<file path="src/rtl/riscv_pkg.sv">
// -----------------------------------------------------------------------------
// riscv_pkg
//   Shared RV32I encoding constants for the instruction encoder.
//   - OPC_*   : opcode[6:2] major-opcode values (opcode[1:0] is always 2'b11)
//   - MEMOP_* : memory-operation class codes carried in memop[4:3]
//   - fmt_e   : instruction format selected from the major opcode
//   - opc_fmt : maps a full 7-bit opcode onto its format (FMT_ILL if unknown)
//   - sext_ok : true when v[31:msb] are all equal (value fits msb+1 signed bits)
// -----------------------------------------------------------------------------
package riscv_pkg;

  localparam logic [4:0] OPC_LOAD     = 5'b00000;
  localparam logic [4:0] OPC_MISC_MEM = 5'b00011;
  localparam logic [4:0] OPC_OP_IMM   = 5'b00100;
  localparam logic [4:0] OPC_AUIPC    = 5'b00101;
  localparam logic [4:0] OPC_STORE    = 5'b01000;
  localparam logic [4:0] OPC_OP       = 5'b01100;
  localparam logic [4:0] OPC_LUI      = 5'b01101;
  localparam logic [4:0] OPC_BRANCH   = 5'b11000;
  localparam logic [4:0] OPC_JALR     = 5'b11001;
  localparam logic [4:0] OPC_JAL      = 5'b11011;
  localparam logic [4:0] OPC_SYSTEM   = 5'b11100;

  localparam logic [1:0] MEMOP_LOAD   = 2'b01;
  localparam logic [1:0] MEMOP_STORE  = 2'b10;

  typedef enum logic [2:0] {
    FMT_R,
    FMT_I,
    FMT_S,
    FMT_B,
    FMT_U,
    FMT_J,
    FMT_ILL
  } fmt_e;

  function automatic fmt_e opc_fmt(input logic [6:0] opcode);
    fmt_e fmt;
    fmt = FMT_ILL;
    if (opcode[1:0] == 2'b11) begin
      case (opcode[6:2])
        OPC_LOAD, OPC_MISC_MEM, OPC_OP_IMM,
        OPC_JALR, OPC_SYSTEM:               fmt = FMT_I;
        OPC_AUIPC, OPC_LUI:                 fmt = FMT_U;
        OPC_STORE:                          fmt = FMT_S;
        OPC_OP:                             fmt = FMT_R;
        OPC_BRANCH:                         fmt = FMT_B;
        OPC_JAL:                            fmt = FMT_J;
        default:                            fmt = FMT_ILL;
      endcase
    end
    return fmt;
  endfunction

  function automatic logic sext_ok(input logic [31:0] v, input int msb);
    logic [31:0] mask;
    logic [31:0] top;
    mask = 32'hFFFF_FFFF << msb;
    top  = v & mask;
    return (top == 32'h0) || (top == mask);
  endfunction

endpackage

</file>
<file path="src/rtl/encoder_fifo.sv">
// -----------------------------------------------------------------------------
// encoder_fifo
//   Synchronous FIFO holding encoded words between the encoder and its consumer.
//   Parameters: DEPTH (power of two, >= 2), WIDTH (entry width).
//   Ports:
//     clk, reset        clock, asynchronous active-high reset
//     wr_en, wr_data    push request and data (ignored when full)
//     rd_en             pop request (ignored when empty)
//     rd_data           head entry, forced to zero while empty
//     full, empty       occupancy flags derived from the registered count
// -----------------------------------------------------------------------------
module encoder_fifo #(
  parameter int DEPTH = 2,
  parameter int WIDTH = 33
) (
  input  logic             clk,
  input  logic             reset,
  input  logic             wr_en,
  input  logic [WIDTH-1:0] wr_data,
  input  logic             rd_en,
  output logic [WIDTH-1:0] rd_data,
  output logic             full,
  output logic             empty
);

  localparam int PTR_W = $clog2(DEPTH);
  localparam int CNT_W = PTR_W + 1;

  logic [PTR_W-1:0] wr_ptr_q, wr_ptr_d;
  logic [PTR_W-1:0] rd_ptr_q, rd_ptr_d;
  logic [CNT_W-1:0] count_q, count_d;
  logic [WIDTH-1:0] mem_q [DEPTH];
  logic             push, pop;

  assign full  = (count_q == CNT_W'(DEPTH));
  assign empty = (count_q == '0);
  assign push  = wr_en && !full;
  assign pop   = rd_en && !empty;

  // NOTE: every combinational output gets a default before any branch, so no
  // path through the block leaves a variable unassigned (which would infer a latch).
  always_comb begin
    wr_ptr_d = wr_ptr_q;
    rd_ptr_d = rd_ptr_q;
    count_d  = count_q;
    // Pointers wrap naturally because DEPTH is a power of two.
    if (push) wr_ptr_d = wr_ptr_q + PTR_W'(1);
    if (pop)  rd_ptr_d = rd_ptr_q + PTR_W'(1);
    case ({push, pop})
      2'b10:   count_d = count_q + CNT_W'(1);
      2'b01:   count_d = count_q - CNT_W'(1);
      default: count_d = count_q;
    endcase
  end

  // NOTE: state registers use non-blocking assignments so every flop samples
  // the pre-edge value of every other flop, independent of block ordering.
  always_ff @(posedge clk or posedge reset) begin
    if (reset) begin
      wr_ptr_q <= '0;
      rd_ptr_q <= '0;
      count_q  <= '0;
    end else begin
      wr_ptr_q <= wr_ptr_d;
      rd_ptr_q <= rd_ptr_d;
      count_q  <= count_d;
    end
  end

  // NOTE: the storage array is deliberately not reset; the count alone decides
  // which entries are meaningful, and rd_data is masked while empty.
  always_ff @(posedge clk) begin
    if (push) mem_q[wr_ptr_q] <= wr_data;
  end

  assign rd_data = empty ? '0 : mem_q[rd_ptr_q];

endmodule

</file>
<file path="src/rtl/insn_encoder.sv">
// -----------------------------------------------------------------------------
// insn_encoder
//   Packs decoded RV32I fields back into a 32-bit instruction word. The word is
//   built combinationally from the inputs and pushed into an output FIFO on
//   accept, so out_valid rises one cycle after the accepting edge.
//   Parameters: DEPTH (output FIFO entries), CNT_W (illegal counter width).
//   Ports:
//     clk, reset                 clock, asynchronous active-high reset
//     in_valid / in_ready        request handshake (in_ready = FIFO not full)
//     in_opcode, in_rd, in_rs1,
//     in_rs2, in_func, in_imm,
//     in_memop                   decoded fields in decoder conventions
//     out_valid / out_ready      FIFO head handshake
//     out_insn, out_illegal      head word (zero when illegal) and its flag
//     illegal_cnt                saturating count of accepted illegal requests
//   Build option: define ENCODER_RANGE_CHECK_EN to also flag immediates that do
//   not fit their field and LOAD/STORE requests with the wrong memop class.
//   Without it, out-of-range immediate bits are silently truncated.
// -----------------------------------------------------------------------------
module insn_encoder
  import riscv_pkg::*;
#(
  parameter int DEPTH = 2,
  parameter int CNT_W = 8
) (
  input  logic             clk,
  input  logic             reset,
  input  logic             in_valid,
  output logic             in_ready,
  input  logic [6:0]       in_opcode,
  input  logic [4:0]       in_rd,
  input  logic [4:0]       in_rs1,
  input  logic [4:0]       in_rs2,
  input  logic [14:0]      in_func,
  input  logic [31:0]      in_imm,
  input  logic [4:0]       in_memop,
  output logic             out_valid,
  input  logic             out_ready,
  output logic [31:0]      out_insn,
  output logic             out_illegal,
  output logic [CNT_W-1:0] illegal_cnt
);

  fmt_e             fmt;
  logic [4:0]       op5;
  logic             is_shift;
  logic [2:0]       funct3;
  logic [11:0]      imm12;
  logic             range_bad;
  logic [31:0]      enc_insn;
  logic             enc_illegal;
  logic             accept;
  logic             fifo_full, fifo_empty;
  logic [32:0]      head;
  logic [CNT_W-1:0] cnt_q, cnt_d;

  assign op5 = in_opcode[6:2];

  always_comb begin
    fmt = opc_fmt(in_opcode);

    // funct3 001 (SLLI) and 101 (SRLI/SRAI) carry funct7 in the upper bits.
    is_shift = (op5 == OPC_OP_IMM) && (in_func[1:0] == 2'b01);

    funct3 = in_func[2:0];
    if (op5 == OPC_LOAD || op5 == OPC_STORE) funct3 = in_memop[2:0];
    else if (op5 == OPC_JALR)                funct3 = 3'b000;

    // I-type upper field: FENCE/SYSTEM take it from func, shifts split it.
    imm12 = in_imm[11:0];
    if (op5 == OPC_MISC_MEM || op5 == OPC_SYSTEM) imm12 = in_func[14:3];
    else if (is_shift)                            imm12 = {in_func[9:3], in_imm[4:0]};

    case (fmt)
      FMT_R:   enc_insn = {in_func[9:3], in_rs2, in_rs1, funct3, in_rd, in_opcode};
      FMT_I:   enc_insn = {imm12, in_rs1, funct3, in_rd, in_opcode};
      FMT_S:   enc_insn = {in_imm[11:5], in_rs2, in_rs1, funct3, in_imm[4:0], in_opcode};
      FMT_B:   enc_insn = {in_imm[12], in_imm[10:5], in_rs2, in_rs1, funct3,
                           in_imm[4:1], in_imm[11], in_opcode};
      FMT_U:   enc_insn = {in_imm[31:12], in_rd, in_opcode};
      FMT_J:   enc_insn = {in_imm[20], in_imm[10:1], in_imm[11], in_imm[19:12],
                           in_rd, in_opcode};
      default: enc_insn = 32'h0;
    endcase

    range_bad = 1'b0;
`ifdef ENCODER_RANGE_CHECK_EN
    case (fmt)
      FMT_I: begin
        if (is_shift)
          range_bad = |in_imm[31:5];
        else if (op5 != OPC_MISC_MEM && op5 != OPC_SYSTEM)
          range_bad = !sext_ok(in_imm, 11);
        if (op5 == OPC_LOAD && in_memop[4:3] != MEMOP_LOAD) range_bad = 1'b1;
      end
      FMT_S:   range_bad = !sext_ok(in_imm, 11) || (in_memop[4:3] != MEMOP_STORE);
      FMT_B:   range_bad = !sext_ok(in_imm, 12) || in_imm[0];
      FMT_J:   range_bad = !sext_ok(in_imm, 20) || in_imm[0];
      FMT_U:   range_bad = |in_imm[11:0];
      default: range_bad = 1'b0;
    endcase
`endif

    enc_illegal = (fmt == FMT_ILL) || range_bad;
    if (enc_illegal) enc_insn = 32'h0;
  end

`ifndef ENCODER_RANGE_CHECK_EN
  // The memop class only matters when range checking is built in.
  logic unused_memop_class;
  assign unused_memop_class = ^in_memop[4:3];
`endif

  assign in_ready = !fifo_full;
  assign accept   = in_valid && in_ready;

  always_comb begin
    cnt_d = cnt_q;
    if (accept && enc_illegal && !(&cnt_q)) cnt_d = cnt_q + CNT_W'(1);
  end

  always_ff @(posedge clk or posedge reset) begin
    if (reset) cnt_q <= '0;
    else       cnt_q <= cnt_d;
  end

  encoder_fifo #(
    .DEPTH (DEPTH),
    .WIDTH (33)
  ) u_fifo (
    .clk     (clk),
    .reset   (reset),
    .wr_en   (accept),
    .wr_data ({enc_illegal, enc_insn}),
    .rd_en   (out_ready),
    .rd_data (head),
    .full    (fifo_full),
    .empty   (fifo_empty)
  );

  assign out_valid   = !fifo_empty;
  assign out_illegal = head[32];
  assign out_insn    = head[31:0];
  assign illegal_cnt = cnt_q;

endmodule
</file>
<file path="config.mk">
export PLATFORM = sky130hd
export DESIGN_NAME = insn_encoder
export DESIGN_NICKNAME = d
export VERILOG_FILES = /design/src/rtl/riscv_pkg.sv /design/src/rtl/encoder_fifo.sv /design/src/rtl/insn_encoder.sv
export SDC_FILE = /design/constraint.sdc
export NUM_CORES = 1
export LEC_CHECK = 0
export ABC_AREA = 1
export CAP_MARGIN = 20
export CORE_MARGIN = 4
export CORE_UTILIZATION = 45
export CTS_CLUSTER_DIAMETER = 120
export DETAILED_ROUTE_END_ITERATION = 12
export GPL_ROUTABILITY_DRIVEN = 0
export GPL_TIMING_DRIVEN = 1
export PLACE_DENSITY = 0.75
export SYNTH_ARGS = -nofsm -noshare
export SYNTH_HDL_FRONTEND = slang
export SYNTH_HIERARCHICAL = 1
export SYNTH_SLANG_ARGS = --single-unit
</file>
<file path="constraint.sdc">
create_clock -name clk -period 4.15 [get_ports clk]
set_clock_uncertainty 0.05 [all_clocks]
set_input_delay 0.415 -clock clk [delete_from_list [all_inputs] [get_ports clk]]
set_output_delay 0.415 -clock clk [all_outputs]
set_load 0.02 [all_outputs]
</file>
==> flow_summary.toml <==
[clock_network]
cts_tree = "yes"
postCtsHoldBufs = 0
cts_setup_buffers = 0
clkLatencyLatePin_ns = 0.34
cts.sinks = 78
htree_num_levels = 3
clkTransAtPathRegs_ns = 0.09
ctsResizeCount = 0
cts_made_buffers = 9
cts_buffer_depth = 2
cts_root_buf = "clkbuf_8"

[worst_setup_path]
required_ns = 3.68
crit_fanout = 35
max_stage_delay_ns = 0.66
critPathCaptureType = "primary output"
crit_chain = "buf_4, inv_2, nand2_1, a21oi_1, clkdlybuf4s50_1"
cp_slowest_cell = "clkdlybuf4s50_1"
arrival_ns = 2.48
crit_type = "reg -> out"
setup.worst_path.start_class = "flop"

[cells_and_area]
layout_commonest_cell = "nand2_1"
insertedDiodeCount = 0
ff_latch_area_um2 = 2282
layout_common_cells = "166 x nand2_1, 118 x clkdlybuf4s50_1, 66 x edfxtp_1"
fin_nets = 701
fill_cells = 790
syn_to_final_growth_pct = 31.90
drive_gt1_share_pct = 8.842
multi_input_area_um2 = 1879

[global_route]
grt_max_degree = 36
grt_pass1_wl_um = 18890
overflow = 0
grt_pass1_vias = 3891
antenna_found_initial = 0
grt_use_total_pct = 20.59

[route]
wl_met1_um = 4899
vias = 3977
top_layer = "met4"
first_pass_iters = 5
viasPerCell = 5.296
wl_um = 11760
routedWlPerCell_um = 15.65
dr_wl_met2_um = 5930
drc = 0
met3WireLength_um = 753
ant_nets = 0
drt_iter0_markers = 238

[sta]
fin_hold_ws_ns = 0.2280
relSlewSlack_pct = 30.51
finalSetupTns_ns = 0
period_share_pct = 70.93
setup_violations = 0
final-hold-violation-count = 0
drv_slew = 0
worst_pin_slew_ns = 1.040
rsz0062_at_grt = "false"
period_minus_slack_ns = 2.944
fmax_mhz = 339.7

[die]
dieArea_um2 = 11510
row_count = 35
die_w_um = 107.3
die_h_um = 107.3
num_io_pins = 121
coreArea_um2 = 9415
initial_utilization_pct = 47.12

[power]
p_sw_w = 0.001253
pwr_density_cell_nw_per_um2 = 544.1
switching_share_pct = 39.35
p_comb_share_pct = 46.6
pwr-share-clk_pct = 17.8
fin_total_pwr_w = 0.003184
p_seq_share_pct = 35.6
p_leak_nw = 2.418
ir_worst_vdd_v = 0.0003129
internal-power_w = 0.001931

[synth]
ys_seq_area_share_pct = 51.44
yosysWarnings = 6
ys_seq_elements = 78
syn_inst = 506
avgSynthCellArea_um2 = 8.768
synth.distinct_cells = 29
synth_area_um2 = 4437
synth_nets = 590

[run_status]
status = "completed"

[hold_path]
min_path_type = "in -> async"

[placement]
dp_hpwl_um = 8430
numPortBuffers = 118

[run]
drv_cap = 0
==> layout make-up <==
class                   instances  share of cell area (%)
well taps                     129                   2.758
clock inverters                 7                   1.261
repair buffers                122                   20.70
flip-flops and latches         78                   39.00
inverters                      32                   2.053
multi-input cells             374                   32.11
clock buffers                   9                   2.117
==> logic make-up (layout without fill, tap and decap cells) <==
logic type | after synthesis | in the layout | share of synthesized area [%]
and+or+nand+nor | 307 | 307 | 32.66
AOI/OAI and AO/OA | 53 | 53 | 6.261
buffers and inverters | 54 | 170 | 6.373
xor gates and xnor gates | 8 | 8 | 1.579
DFF | 78 | 78 | 51.44
adders and majority gates | 6 | 6 | 1.692
==> critical path: cells and delay by family (launching register included) <==
| kind | cells | cell delay (ns) |
|---|---|---|
| and+or+nand+nor | 1 | 0.10 |
| buffers and inverters | 3 | 1.43 |
| AOI/OAI and AO/OA | 1 | 0.23 |
| DFF | 1 | 0.36 |
==> sequential cells by signal, summed over array words and instances (netlist names) <==
| name | cells |
|---|---|
| u_fifo/rd_ptr_q | 1 |
| u_fifo/mem_q | 66 |
| u_fifo/count_q | 2 |
| illegal_cnt | 8 |
| u_fifo/wr_ptr_q | 1 |
==> cell usage after synthesis <==
| master | instances | area (µm²) |
|---|---|---|
| nand2_2 | 6 | 37.54 |
| o21ai_2 | 3 | 26.28 |
| nand3_1 | 64 | 320.3 |
| a31oi_1 | 1 | 6.260 |
| buf_2 | 7 | 35.03 |
| edfxtp_1 | 66 | 1982 |
| nor2_1 | 32 | 120.1 |
| nand4_1 | 18 | 112.6 |
| o21ai_0 | 8 | 40.04 |
| ha_1 | 6 | 75.07 |
| xnor2_1 | 6 | 52.55 |
| nand2_4 | 3 | 33.78 |
| nand2_1 | 166 | 623.1 |
| nand3_2 | 4 | 40.04 |
| nor2_4 | 2 | 22.52 |
| nand3b_4 | 1 | 20.02 |
| nor3_1 | 2 | 10.01 |
| dfrtp_1 | 12 | 300.3 |
| nor2_8 | 3 | 60.06 |
| xor2_1 | 2 | 17.52 |
| buf_4 | 9 | 67.56 |
| buf_6 | 5 | 56.30 |
| o21ai_1 | 7 | 35.03 |
| clkbuf_1 | 1 | 3.750 |
| a21oi_1 | 34 | 170.2 |
| nand3_4 | 1 | 17.52 |
| inv_2 | 6 | 22.52 |
| inv_1 | 26 | 97.59 |
| nor2_2 | 5 | 31.28 |
==> worst paths after layout <==
| kind | start | endpoint | slack, ns | cells past startpoint |
|---|---|---|---|---|
| max reg2reg | u_fifo/count_q[1] | u_fifo/mem_q[1][10] | 1.86 | 7 |
| min | reset | u_fifo/wr_ptr_q | 0.23 | 2 |
| min in group clk | u_fifo/wr_ptr_q | u_fifo/wr_ptr_q | 0.46 | 2 |
| max in group asynchronous | reset | illegal_cnt[1] | 3.50 | 2 |
| min reg2reg | u_fifo/wr_ptr_q | u_fifo/wr_ptr_q | 0.46 | 2 |
| max | u_fifo/rd_ptr_q | out_insn[6] | 1.21 | 5 |
==> stage by stage <==
stage	area [µm²]	util, %	setup WS, ns	std cells
after global routing	5852	62.15	1.091	751
after floorplan	4437	-	1.305	506
after global placement	5654	60.05	1.165	735
after CTS	5852	62.15	1.190	751
final	5852	62.15	1.207	751
after detailed placement	5654	60.05	1.071	735
==> per-layer routing <==
metal,global-route usage [%],vias up
li1,-,1945
met2,36.51,149
met3,3.479,13
met1,25.46,1870
met4,6.575,0
met5,0,-
==> power by group through the flow <==
stage / Sequential (W) / Clock (W) / Combinational [W]
after floorplan: 0.00116 / 0 / 0.000847
after global placement: 0.00114 / 0 / 0.00147
after detailed placement: 0.00115 / 0 / 0.00150
after CTS: 0.00113 / 0.000580 / 0.00150
after global routing: 0.00115 / 0.000612 / 0.00160
final: 0.00113 / 0.000567 / 0.00149
Note: power is estimated with default switching activity, not from simulation.
